===== config.mk =====
export PLATFORM = sky130hd
export DESIGN_NAME = uart_rx_flat
export DESIGN_NICKNAME = d
export VERILOG_FILES = /design/src/rtl/uart_rx_if.sv /design/src/rtl/uart_rx.sv /design/src/flat_wrapper.sv
export SDC_FILE = /design/constraint.sdc
export NUM_CORES = 1
export LEC_CHECK = 0
export BUFFER_PORTS_ARGS = -buffer_cell sky130_fd_sc_hd__buf_4
export CAP_MARGIN = 20
export CORE_UTILIZATION = 35
export DETAILED_ROUTE_END_ITERATION = 8
export HOLD_SLACK_MARGIN = 0.06
export MAX_ROUTING_LAYER = met4
export PLACE_DENSITY = 0.6
export SYNTH_ARGS = -nofsm -noshare
export SYNTH_HDL_FRONTEND = slang
export SYNTH_SLANG_ARGS = --single-unit

===== constraint.sdc =====
create_clock -name clk -period 2.9 [get_ports clk]
set_clock_uncertainty 0.1 [all_clocks]
set_input_delay 0.435 -clock clk [delete_from_list [all_inputs] [get_ports clk]]
set_output_delay 0.435 -clock clk [all_outputs]
set_load 0.01 [all_outputs]

===== src/rtl/uart_rx_if.sv =====
// Peripheral read/write strobe bus between the CPU address decoder and uart_rx.
interface uart_rx_if;
  logic [1:0] addr;
  logic       rd_en;
  logic [7:0] rd_data;
  logic       rd_valid;
  logic       wr_en;
  logic [7:0] wr_data;

  modport master (output addr, rd_en, wr_en, wr_data, input rd_data, rd_valid);
  modport slave  (input addr, rd_en, wr_en, wr_data, output rd_data, rd_valid);
endinterface


===== src/rtl/uart_rx.sv =====
// 8N1 serial receiver with receive FIFO, polled through DATA/STATUS/LEVEL registers.
module uart_rx #(
  parameter int unsigned DIVISOR    = 104,
  parameter int unsigned FIFO_DEPTH = 16
) (
  input  logic      clk,
  input  logic      rst,
  uart_rx_if.slave  bus,
  input  logic      rx
);

  localparam int unsigned AW = $clog2(FIFO_DEPTH);
  localparam logic [15:0] HALF_BIT = 16'(DIVISOR / 2 - 1);
  localparam logic [15:0] FULL_BIT = 16'(DIVISOR - 1);
  localparam logic [AW:0] DEPTH_C  = (AW + 1)'(FIFO_DEPTH);

  typedef enum logic [2:0] {S_IDLE, S_START, S_DATA, S_STOP, S_WAIT_HIGH} state_t;

  state_t state, state_next;

  logic        rx_meta, rx_sync, rx_prev;
  logic        fall;
  logic [15:0] cnt;
  logic [2:0]  idx;
  logic [7:0]  shreg;

  logic cnt_load_half, cnt_load_full, cnt_dec, bit_shift, idx_clr;
  logic push_req, framing_set;

  logic [7:0]    mem [FIFO_DEPTH];
  logic [AW-1:0] rptr, wptr;
  logic [AW:0]   count;
  logic          pop, flush, push_ok, overrun_set;
  logic          overrun, framing, clr_overrun, clr_framing;
  logic          not_empty, full;
  logic [15:0]   count_w;
  logic [7:0]    level;
  logic [7:0]    rd_next;
  logic          unused_wr_bits;

  assign unused_wr_bits = ^{bus.wr_data[7:4], bus.wr_data[1:0]};

  always_ff @(posedge clk) begin
    if (rst) begin
      rx_meta <= 1'b1;
      rx_sync <= 1'b1;
      rx_prev <= 1'b1;
    end else begin
      rx_meta <= rx;
      rx_sync <= rx_meta;
      rx_prev <= rx_sync;
    end
  end

  assign fall = rx_prev & ~rx_sync;

  always_ff @(posedge clk) begin
    if (rst) state <= S_IDLE;
    else     state <= state_next;
  end

  always_comb begin
    state_next = state;
    unique case (state)
      S_IDLE:      if (fall) state_next = S_START;
      S_START:     if (cnt == '0) state_next = rx_sync ? S_IDLE : S_DATA;
      S_DATA:      if (cnt == '0 && idx == 3'd7) state_next = S_STOP;
      S_STOP:      if (cnt == '0) state_next = rx_sync ? S_IDLE : S_WAIT_HIGH;
      S_WAIT_HIGH: if (rx_sync) state_next = S_IDLE;
      default:     state_next = S_IDLE;
    endcase
  end

  always_comb begin
    cnt_load_half = 1'b0;
    cnt_load_full = 1'b0;
    cnt_dec       = 1'b0;
    bit_shift     = 1'b0;
    idx_clr       = 1'b0;
    push_req      = 1'b0;
    framing_set   = 1'b0;
    unique case (state)
      S_IDLE:  cnt_load_half = fall;
      S_START: begin
        cnt_dec       = (cnt != '0);
        cnt_load_full = (cnt == '0) && !rx_sync;
        idx_clr       = (cnt == '0);
      end
      S_DATA: begin
        cnt_dec       = (cnt != '0);
        cnt_load_full = (cnt == '0);
        bit_shift     = (cnt == '0);
      end
      S_STOP: begin
        cnt_dec     = (cnt != '0);
        push_req    = (cnt == '0) && rx_sync;
        framing_set = (cnt == '0) && !rx_sync;
      end
      default: ;
    endcase
  end

  always_ff @(posedge clk) begin
    if (rst) begin
      cnt   <= '0;
      idx   <= '0;
      shreg <= '0;
    end else begin
      if (cnt_load_half)      cnt <= HALF_BIT;
      else if (cnt_load_full) cnt <= FULL_BIT;
      else if (cnt_dec)       cnt <= cnt - 16'd1;
      if (idx_clr) idx <= '0;
      else if (bit_shift) begin
        shreg[idx] <= rx_sync;
        idx        <= idx + 3'd1;
      end
    end
  end

  // A full FIFO still accepts a byte when a DATA read frees the head slot in the same cycle.
  assign pop         = bus.rd_en && bus.addr == 2'd0 && count != '0;
  assign flush       = bus.wr_en && bus.addr == 2'd2;
  assign push_ok     = push_req && !flush && (count != DEPTH_C || pop);
  assign overrun_set = push_req && !flush && count == DEPTH_C && !pop;
  assign clr_overrun = bus.wr_en && bus.addr == 2'd1 && bus.wr_data[2];
  assign clr_framing = bus.wr_en && bus.addr == 2'd1 && bus.wr_data[3];

  always_ff @(posedge clk) begin
    if (push_ok) mem[wptr] <= shreg;
  end

  always_ff @(posedge clk) begin
    if (rst || flush) begin
      rptr  <= '0;
      wptr  <= '0;
      count <= '0;
    end else begin
      if (push_ok) wptr <= wptr + 1'b1;
      if (pop)     rptr <= rptr + 1'b1;
      unique case ({push_ok, pop})
        2'b10:   count <= count + 1'b1;
        2'b01:   count <= count - 1'b1;
        default: count <= count;
      endcase
    end
  end

  always_ff @(posedge clk) begin
    if (rst) begin
      overrun <= 1'b0;
      framing <= 1'b0;
    end else begin
      if (overrun_set)      overrun <= 1'b1;
      else if (clr_overrun) overrun <= 1'b0;
      if (framing_set)      framing <= 1'b1;
      else if (clr_framing) framing <= 1'b0;
    end
  end

  assign not_empty = (count != '0);
  assign full      = (count == DEPTH_C);
  assign count_w   = 16'(count);
  assign level     = (count_w > 16'd255) ? 8'hFF : count_w[7:0];

  always_comb begin
    rd_next = '0;
    unique case (bus.addr)
      2'd0:    rd_next = not_empty ? mem[rptr] : '0;
      2'd1:    rd_next = {4'b0000, framing, overrun, full, not_empty};
      2'd2:    rd_next = level;
      default: rd_next = '0;
    endcase
  end

  always_ff @(posedge clk) begin
    if (rst) begin
      bus.rd_data  <= '0;
      bus.rd_valid <= 1'b0;
    end else begin
      bus.rd_valid <= bus.rd_en;
      if (bus.rd_en) bus.rd_data <= rd_next;
    end
  end

endmodule


===== src/flat_wrapper.sv =====
// flat-port wrapper written by rule: the top's interface ports become plain ports
module uart_rx_flat 
#(
  parameter int unsigned DIVISOR    = 104,
  parameter int unsigned FIFO_DEPTH = 16
)
  (clk, rst, rx, bus_addr, bus_rd_en, bus_wr_en, bus_wr_data, bus_rd_data, bus_rd_valid);
  uart_rx_if bus_i ();
  input  logic clk;
  input  logic rst;
  input  logic rx;
  input wire logic [$bits(bus_i.addr)-1:0] bus_addr;
  input wire logic [$bits(bus_i.rd_en)-1:0] bus_rd_en;
  input wire logic [$bits(bus_i.wr_en)-1:0] bus_wr_en;
  input wire logic [$bits(bus_i.wr_data)-1:0] bus_wr_data;
  output wire logic [$bits(bus_i.rd_data)-1:0] bus_rd_data;
  output wire logic [$bits(bus_i.rd_valid)-1:0] bus_rd_valid;
  assign bus_i.addr = bus_addr;
  assign bus_i.rd_en = bus_rd_en;
  assign bus_i.wr_en = bus_wr_en;
  assign bus_i.wr_data = bus_wr_data;
  assign bus_rd_data = bus_i.rd_data;
  assign bus_rd_valid = bus_i.rd_valid;
  uart_rx #(.DIVISOR(DIVISOR), .FIFO_DEPTH(FIFO_DEPTH)) u_core (.clk(clk), .rst(rst), .bus(bus_i), .rx(rx));
endmodule

* After elaboration in Yosys (flattened, before gate mapping)
Memory sizes are Yosys's and may differ from the RTL's. A register that Yosys moved wholly into a read port is not among the register bits. Cells that the tools add are included.
Word-level totals: memories 1, memory bits (writable) 128, bits in latches 0, output and inout bits 9, bits in read-only memories 0, register bits after elaboration 57
Memories:
- u_core.mem | words 16, width 8, read ports 1, clocked after Yosys merged registers in 1, wr ports 1, RTL line uart_rx.sv:30 | logic [7:0] mem [FIFO_DEPTH];
Operators by class: eq/ne operators 16, reduce and logical (&&, ||, !) cells 35, divide/modulo/power cells 0, $add $sub $neg 6, multiply operators 0, bitwise operators 3, shift operators 0, mux-type cells 33, $lt $le $gt $ge 3
Operators with widths (number):
- case mux 8 bit (3 select lines) | 1
- two-way mux 3 bit | 6
- logical NOT 16 bit | 1
- two-way mux 8 bit | 2
- nonzero test 16 bit | 1
- subtractor 16 x 1 -> 16 bit, second input constant | 1
- case mux 3 bit (5 select lines) | 1
- logical AND 1 bit | 14
- two-way mux 7 bit | 2
- two-way mux 1 bit | 13
- != test 2 x 1 -> 1 bit, second input constant | 5
- case mux 5 bit (2 select lines) | 1
- adder 4 x 1 -> 4 bit, second input constant | 2
- bitwise mux 8 bit | 1
- greater-than comparator 5 x 8 -> 1 bit, second input constant | 1
- two-way mux 4 bit | 2
- nonzero test 2 bit | 4
- == test 3 x 2 -> 1 bit, second input constant | 2
- == test 3 bit, second input constant | 2
- two-way mux 6 bit | 1
- OR reduction 3 bit | 2
- adder 5 x 1 -> 5 bit, second input constant | 1
- == test 5 bit, second input constant | 1
- != test 5 bit, second input constant | 1
- other kinds (21) | 28

* Depth between registers and ports, before layout
depth after elaboration 7, gate-level depth with buffers 11, gate-level depth less buffers 11

* Worst setup path after synthesis
OpenSTA, ideal clock, no wires.
path type register to register, start reg u_core.cnt[0], end mem u_core.mem[2][0] (enable), stages on the path, launching flop included 8, library setup time 0.383 ns, arrival 2.166 ns, clock period less this slack 2.649 ns, path slack 0.251 ns, path through dfxtp_1 -> inv_1 -> ha_1 -> nor4b_1 -> nand4_1 -> nor3_2 -> nand2_1 -> nor3_1
On the way: longest elaborated chain between the ends 7
RTL lines:
- start: declaration | RTL line uart_rx.sv:23 | logic [15:0] cnt;
- start signal: assignment | RTL line uart_rx.sv:111 | else if (cnt_dec) cnt <= cnt - 16'd1;
- logical NOT 16 bit | RTL line uart_rx.sv:96 | push_req = (cnt == '0) && rx_sync;
- logical AND 1 bit | RTL line uart_rx.sv:96
- two-way mux 1 bit | RTL line uart_rx.sv:82 | unique case (state)
- logical AND 1 bit (2 in series) | RTL line uart_rx.sv:123 | assign push_ok = push_req && !flush && (count != DEPTH_C || pop);
- two-way mux 1 bit | RTL line uart_rx.sv:129 | if (push_ok) mem[wptr] <= shreg;
- two-way mux 1 bit (not written as such) | RTL line uart_rx.sv:129
- end: declaration | RTL line uart_rx.sv:30
No other way between the ends.

* Final worst setup path
start reg u_core.cnt[0], end reg u_core.count[4]
On the way: longest elaborated chain between the ends 7, elaborated cells on any way between the ends 9, those cells by class eq/ne: 2; mux: 2; reduce/logical: 5
RTL lines:
- logical NOT 16 bit (*) | RTL line uart_rx.sv:96
- logical AND 1 bit (*) | RTL line uart_rx.sv:96
- two-way mux 1 bit (*) | RTL line uart_rx.sv:82
- logical AND 1 bit (*) (2 in series) | RTL line uart_rx.sv:123
- == test 2 x 1 -> 1 bit or == test 2 bit (tied branches) | RTL line uart_rx.sv:140 | unique case ({push_ok, pop})
- case mux 5 bit (2 select lines) or nonzero test 2 bit (tied branches)
- end signal: assignment | RTL line uart_rx.sv:141 | 2'b10: count <= count + 1'b1;
- end signal: assignment | RTL line uart_rx.sv:142 | 2'b01: count <= count - 1'b1;
- end signal: assignment | RTL line uart_rx.sv:143 | default: count <= count;
- end: declaration | RTL line uart_rx.sv:32 | logic [AW:0] count;
Every way passes the cells marked *; elsewhere a longest branch is shown, timed or not. A chain may end at the register's enable or synchronous reset.

==> summary.txt <==
Logic synthesis
  – Mapped Cells: 582
  – Mean post-synth cell area: 13.7 µm²
  – Synth Flop Type: edfxtp_1
  – EDFF count, synth: 128
  – Synth warn: 0
  – Post-Synthesis Cell Area: 7950 µm²
  – Multiplexer share of the synthesized area: 0.0949
  – XOR/XNOR share of the synthesized area: 0.0176
  – Post-synth top cells: edfxtp_1 (128), dfxtp_1 (61), nor2_1 (50)
  – Yosys cell types: 64
  – Top-count cell post-synth: edfxtp_1
  – Post-synth net total: 610
  – Post-Synth Simple-Gate Area: 0.125
  – Synth top area share: 0.483
  – Synthesized flop and latch total: 189
  – Seq/Total Area, Yosys: 0.637
  – Synth area leaders: edfxtp_1 (48%), dfxtp_1 (15%), mux4_2 (8.2%)
  – Post-synth ARST share: 0
  – Synth Area in Compound Gates: 0.0834
  – Synth Area in Adders: 0.0214
  – Main combinational cell family by area after synthesis: simple AND/OR/NAND/NOR gates
  – Area leader, netlist: edfxtp_1

Worst setup path
  – Worst R2R Setup Slack: 0.17 ns
  – Arrival @ worst endpoint: 3.00 ns
  – CP max FO: 4
  – Critical Path Start Type: flip-flop
  – Crit path capture type: flip-flop
  – Worst reg2reg path startpoint: u_core.cnt[0]$_SDFFE_PP0P_
  – Reg2reg path depth: 10
  – Kind of critical path: reg2reg
  – Crit path required time: 3.17 ns
  – R2R Path End: u_core.count[4]$_SDFFE_PP0P_

Drt
  – WL met2: 8.39 mm
  – Final ANT Viol Nets: 0
  – Drt wl/cell: 18.4 µm
  – Routed WL: 16.9 mm
  – Vias: 4984
  – TritonRoute pass-1 iters: 7
  – Top Layer Used: met4
  – Met1 wire length: 7.59 mm
  – DRC errors left: 0
  – Met3 WL post-DR: 661 µm
  – Vias/cell: 5.42
  – Iteration-0 DRC Markers: 500

Power and ir drop
  – Worst VDD drop: 0.000457 V
  – Pleak: 0.00302 µW
  – Power per cell area: 740 nW/µm²

Global route
  – GRT overflow: 0
  – Pin count of the biggest net entering global routing: 31
  – Initial antenna violation count: 0
  – First-pass GRT wire length: 26.8 mm
  – GRT Overall Usage: 0.157
  – Vias in the first global route: 4984

Final layout
  – Share of cells above drive strength 1: 0.207
  – Non-Filler Cell Area, Final: 9140 µm²
  – Post-layout nets: 654
  – Area growth syn-to-layout: 14.9%
  – Diode count: 0

Clock tree
  – CTS Hold Bufs: 0
  – Later-pin clock latency in the skew report: 0.43 ns
  – CTS Root Cell: clkbuf_16
  – Worst-path clk slew: 0.07 ns
  – PostCTS Resize Cnt: 0
  – CTS tree: yes
  – Total CTS buffers: 17
  – H-Tree Depth: 4
  – Setup Fix Bufs, Post-CTS: 0
  – Longest Clk Path Bufs: 2
  – Num Clock Sinks: 189

Floorplan
  – Ports: 24
  – Area of the core: 22000 µm²
  – Chip Height: 153 µm
  – Die width: 153 µm
  – Die area: 23300 µm²
  – Initial core utilization: 0.361
  – Row cnt: 54

STA
  – Unrepaired setup endpoints after global routing: no
  – Measured slew at the worst slew-check pin: 0.667 ns
  – Endpoints failing setup: 0
  – Fmax: 0.366 GHz
  – Final hold viol count: 0
  – Number of pins with negative max-slew slack in the final report: 0
  – Post-Route Setup TNS: 0 ns
  – Post-layout min period: 2.73 ns
  – Part of the cycle the worst path needs: 0.943
  – Slew headroom: 0.555

Placement
  – Routability cong.: 0.877
  – Dpl hpwl: 11.9 mm
  – Placed Area: 8580 µm²
  – Port bufs: 17

Run status
  – Status: finished clean

Run
  – Max Cap Viol: 0

Hold path
  – Hold wc startpoint: rx
  – Depth of the worst hold-timing path: 2
  – Worst hold path class: in2reg
  – Hold endpoint: u_core.rx_meta$_SDFF_PP1_
-- metal layers --
metal | track usage | vias up
met5 | - | -
met4 | 0.0616 | 0
met3 | 0.0270 | 23
met2 | 0.256 | 109
met1 | 0.194 | 2514
li1 | - | 2338
-- kinds of logic after synthesis --
kind of cell | count (synthesis)
muxes | 39
and+or+nand+nor | 188
AOI/OAI and AO/OA | 98
DFF | 189
buffers and inverters | 39
xor gates and xnor gates | 16
adders and majority gates | 13
-- registers in the layout, indices dropped and copies added (netlist names), 3 cells and up, named ones only --
name / flops
u_core.idx: 3
u_core.count: 5
u_core.rptr: 4
u_core.state: 3
u_core.shreg: 8
u_core.wptr: 4
u_core.cnt: 16
u_core.mem: 128
u_core.bus.rd_data: 8
-- layout by cell type (no fill, tap or decap), types with 4 or more instances in the layout --
master      synthesis  layout
xor2_1              6       6
inv_6               0       5
ha_1               12      12
mux4_2             29      29
a22oi_1             4       4
o31ai_1             4       4
edfxtp_1          128     128
inv_1               9       9
clkbuf_16           0      17
or4_1               4       4
a31oi_1            11      11
mux2i_1             9       9
nor2b_1             8       8
or2_2               6       6
nor3_1             17      17
nand2_1            38      38
o21ai_0            11      11
nor2_1             50      50
nand3_1            16      16
nand3b_1            4       4
clkinvlp_4          0       4
xnor2_1            10      10
nand4b_1            4       4
nand4_1            11      11
a21oi_1            31      31
o41ai_1             4       4
or3_1               4       4
nand2b_1            6       6
buf_4               0      54
dfxtp_1            61      61
-- cell type report --
| cell class | count | area (µm²) |
|---|---|---|
| Multi-Input combinational cell | 354 | 2730 |
| Timing Repair Buffer | 54 | 405 |
| Clock inverter | 15 | 128 |
| Sequential cell | 189 | 5060 |
| Fill cell | 1993 | 12900 |
| Clock buffer | 17 | 425 |
| Inverter | 10 | 37.5 |
| Tap cell | 280 | 350 |
-- power breakdown --
part	leakage [µW]	internal, µW	switching (µW)	total (µW)
Combinational	0.00108	580	913	1490
Clock	0.000257	1120	1050	2170
Sequential	0.00168	2960	141	3100
Total	0.00302	4660	2100	6760
-- metrics by stage --
step / worst slack [ns] / hold WS [ns] / total power [µW] / instances / util
3_5_place_dp: 0.176 / 0.298 / 4630 / 887 / 0.390
6_report: 0.165 / 0.0858 / 6760 / 919 / 0.415
2_1_floorplan: 0.251 / 0.289 / 4150 / 582 / -
3_3_place_gp: 0.277 / 0.299 / 4570 / 887 / 0.390
4_1_cts: 0.153 / 0.0732 / 6790 / 919 / 0.415
5_1_grt: 0.0638 / 0.0816 / 7040 / 919 / 0.415
-- critical path: stages (launching register included) --
cell     delay, ns
dfxtp_1       0.31
inv_1         0.10
ha_1          0.17
nor4b_1       0.33
and4_1        0.32
a21oi_2       0.12
fa_1          0.43
a21o_1        0.18
a21oi_1       0.17
mux2i_1       0.24
mux2i_1       0.19
-- worst max-delay path by stage --
stage                               startpoint                           end  slack (ns)  depth (start not counted)
floorplan           u_core.cnt[0]$_SDFFE_PP0P_    u_core.mem[2][0]$_DFFE_PP_        0.25                          7
global placement                   bus_addr[0]  u_core.count[3]$_SDFFE_PP0P_        0.28                         10
detailed placement  u_core.cnt[0]$_SDFFE_PP0P_  u_core.count[4]$_SDFFE_PP0P_        0.18                         10
CTS                 u_core.cnt[0]$_SDFFE_PP0P_  u_core.count[4]$_SDFFE_PP0P_        0.15                         10
global route        u_core.cnt[0]$_SDFFE_PP0P_  u_core.count[4]$_SDFFE_PP0P_        0.06                         10
finish              u_core.cnt[0]$_SDFFE_PP0P_  u_core.count[4]$_SDFFE_PP0P_        0.17                         10
No activity file was read; power rests on OpenSTA's default activity.
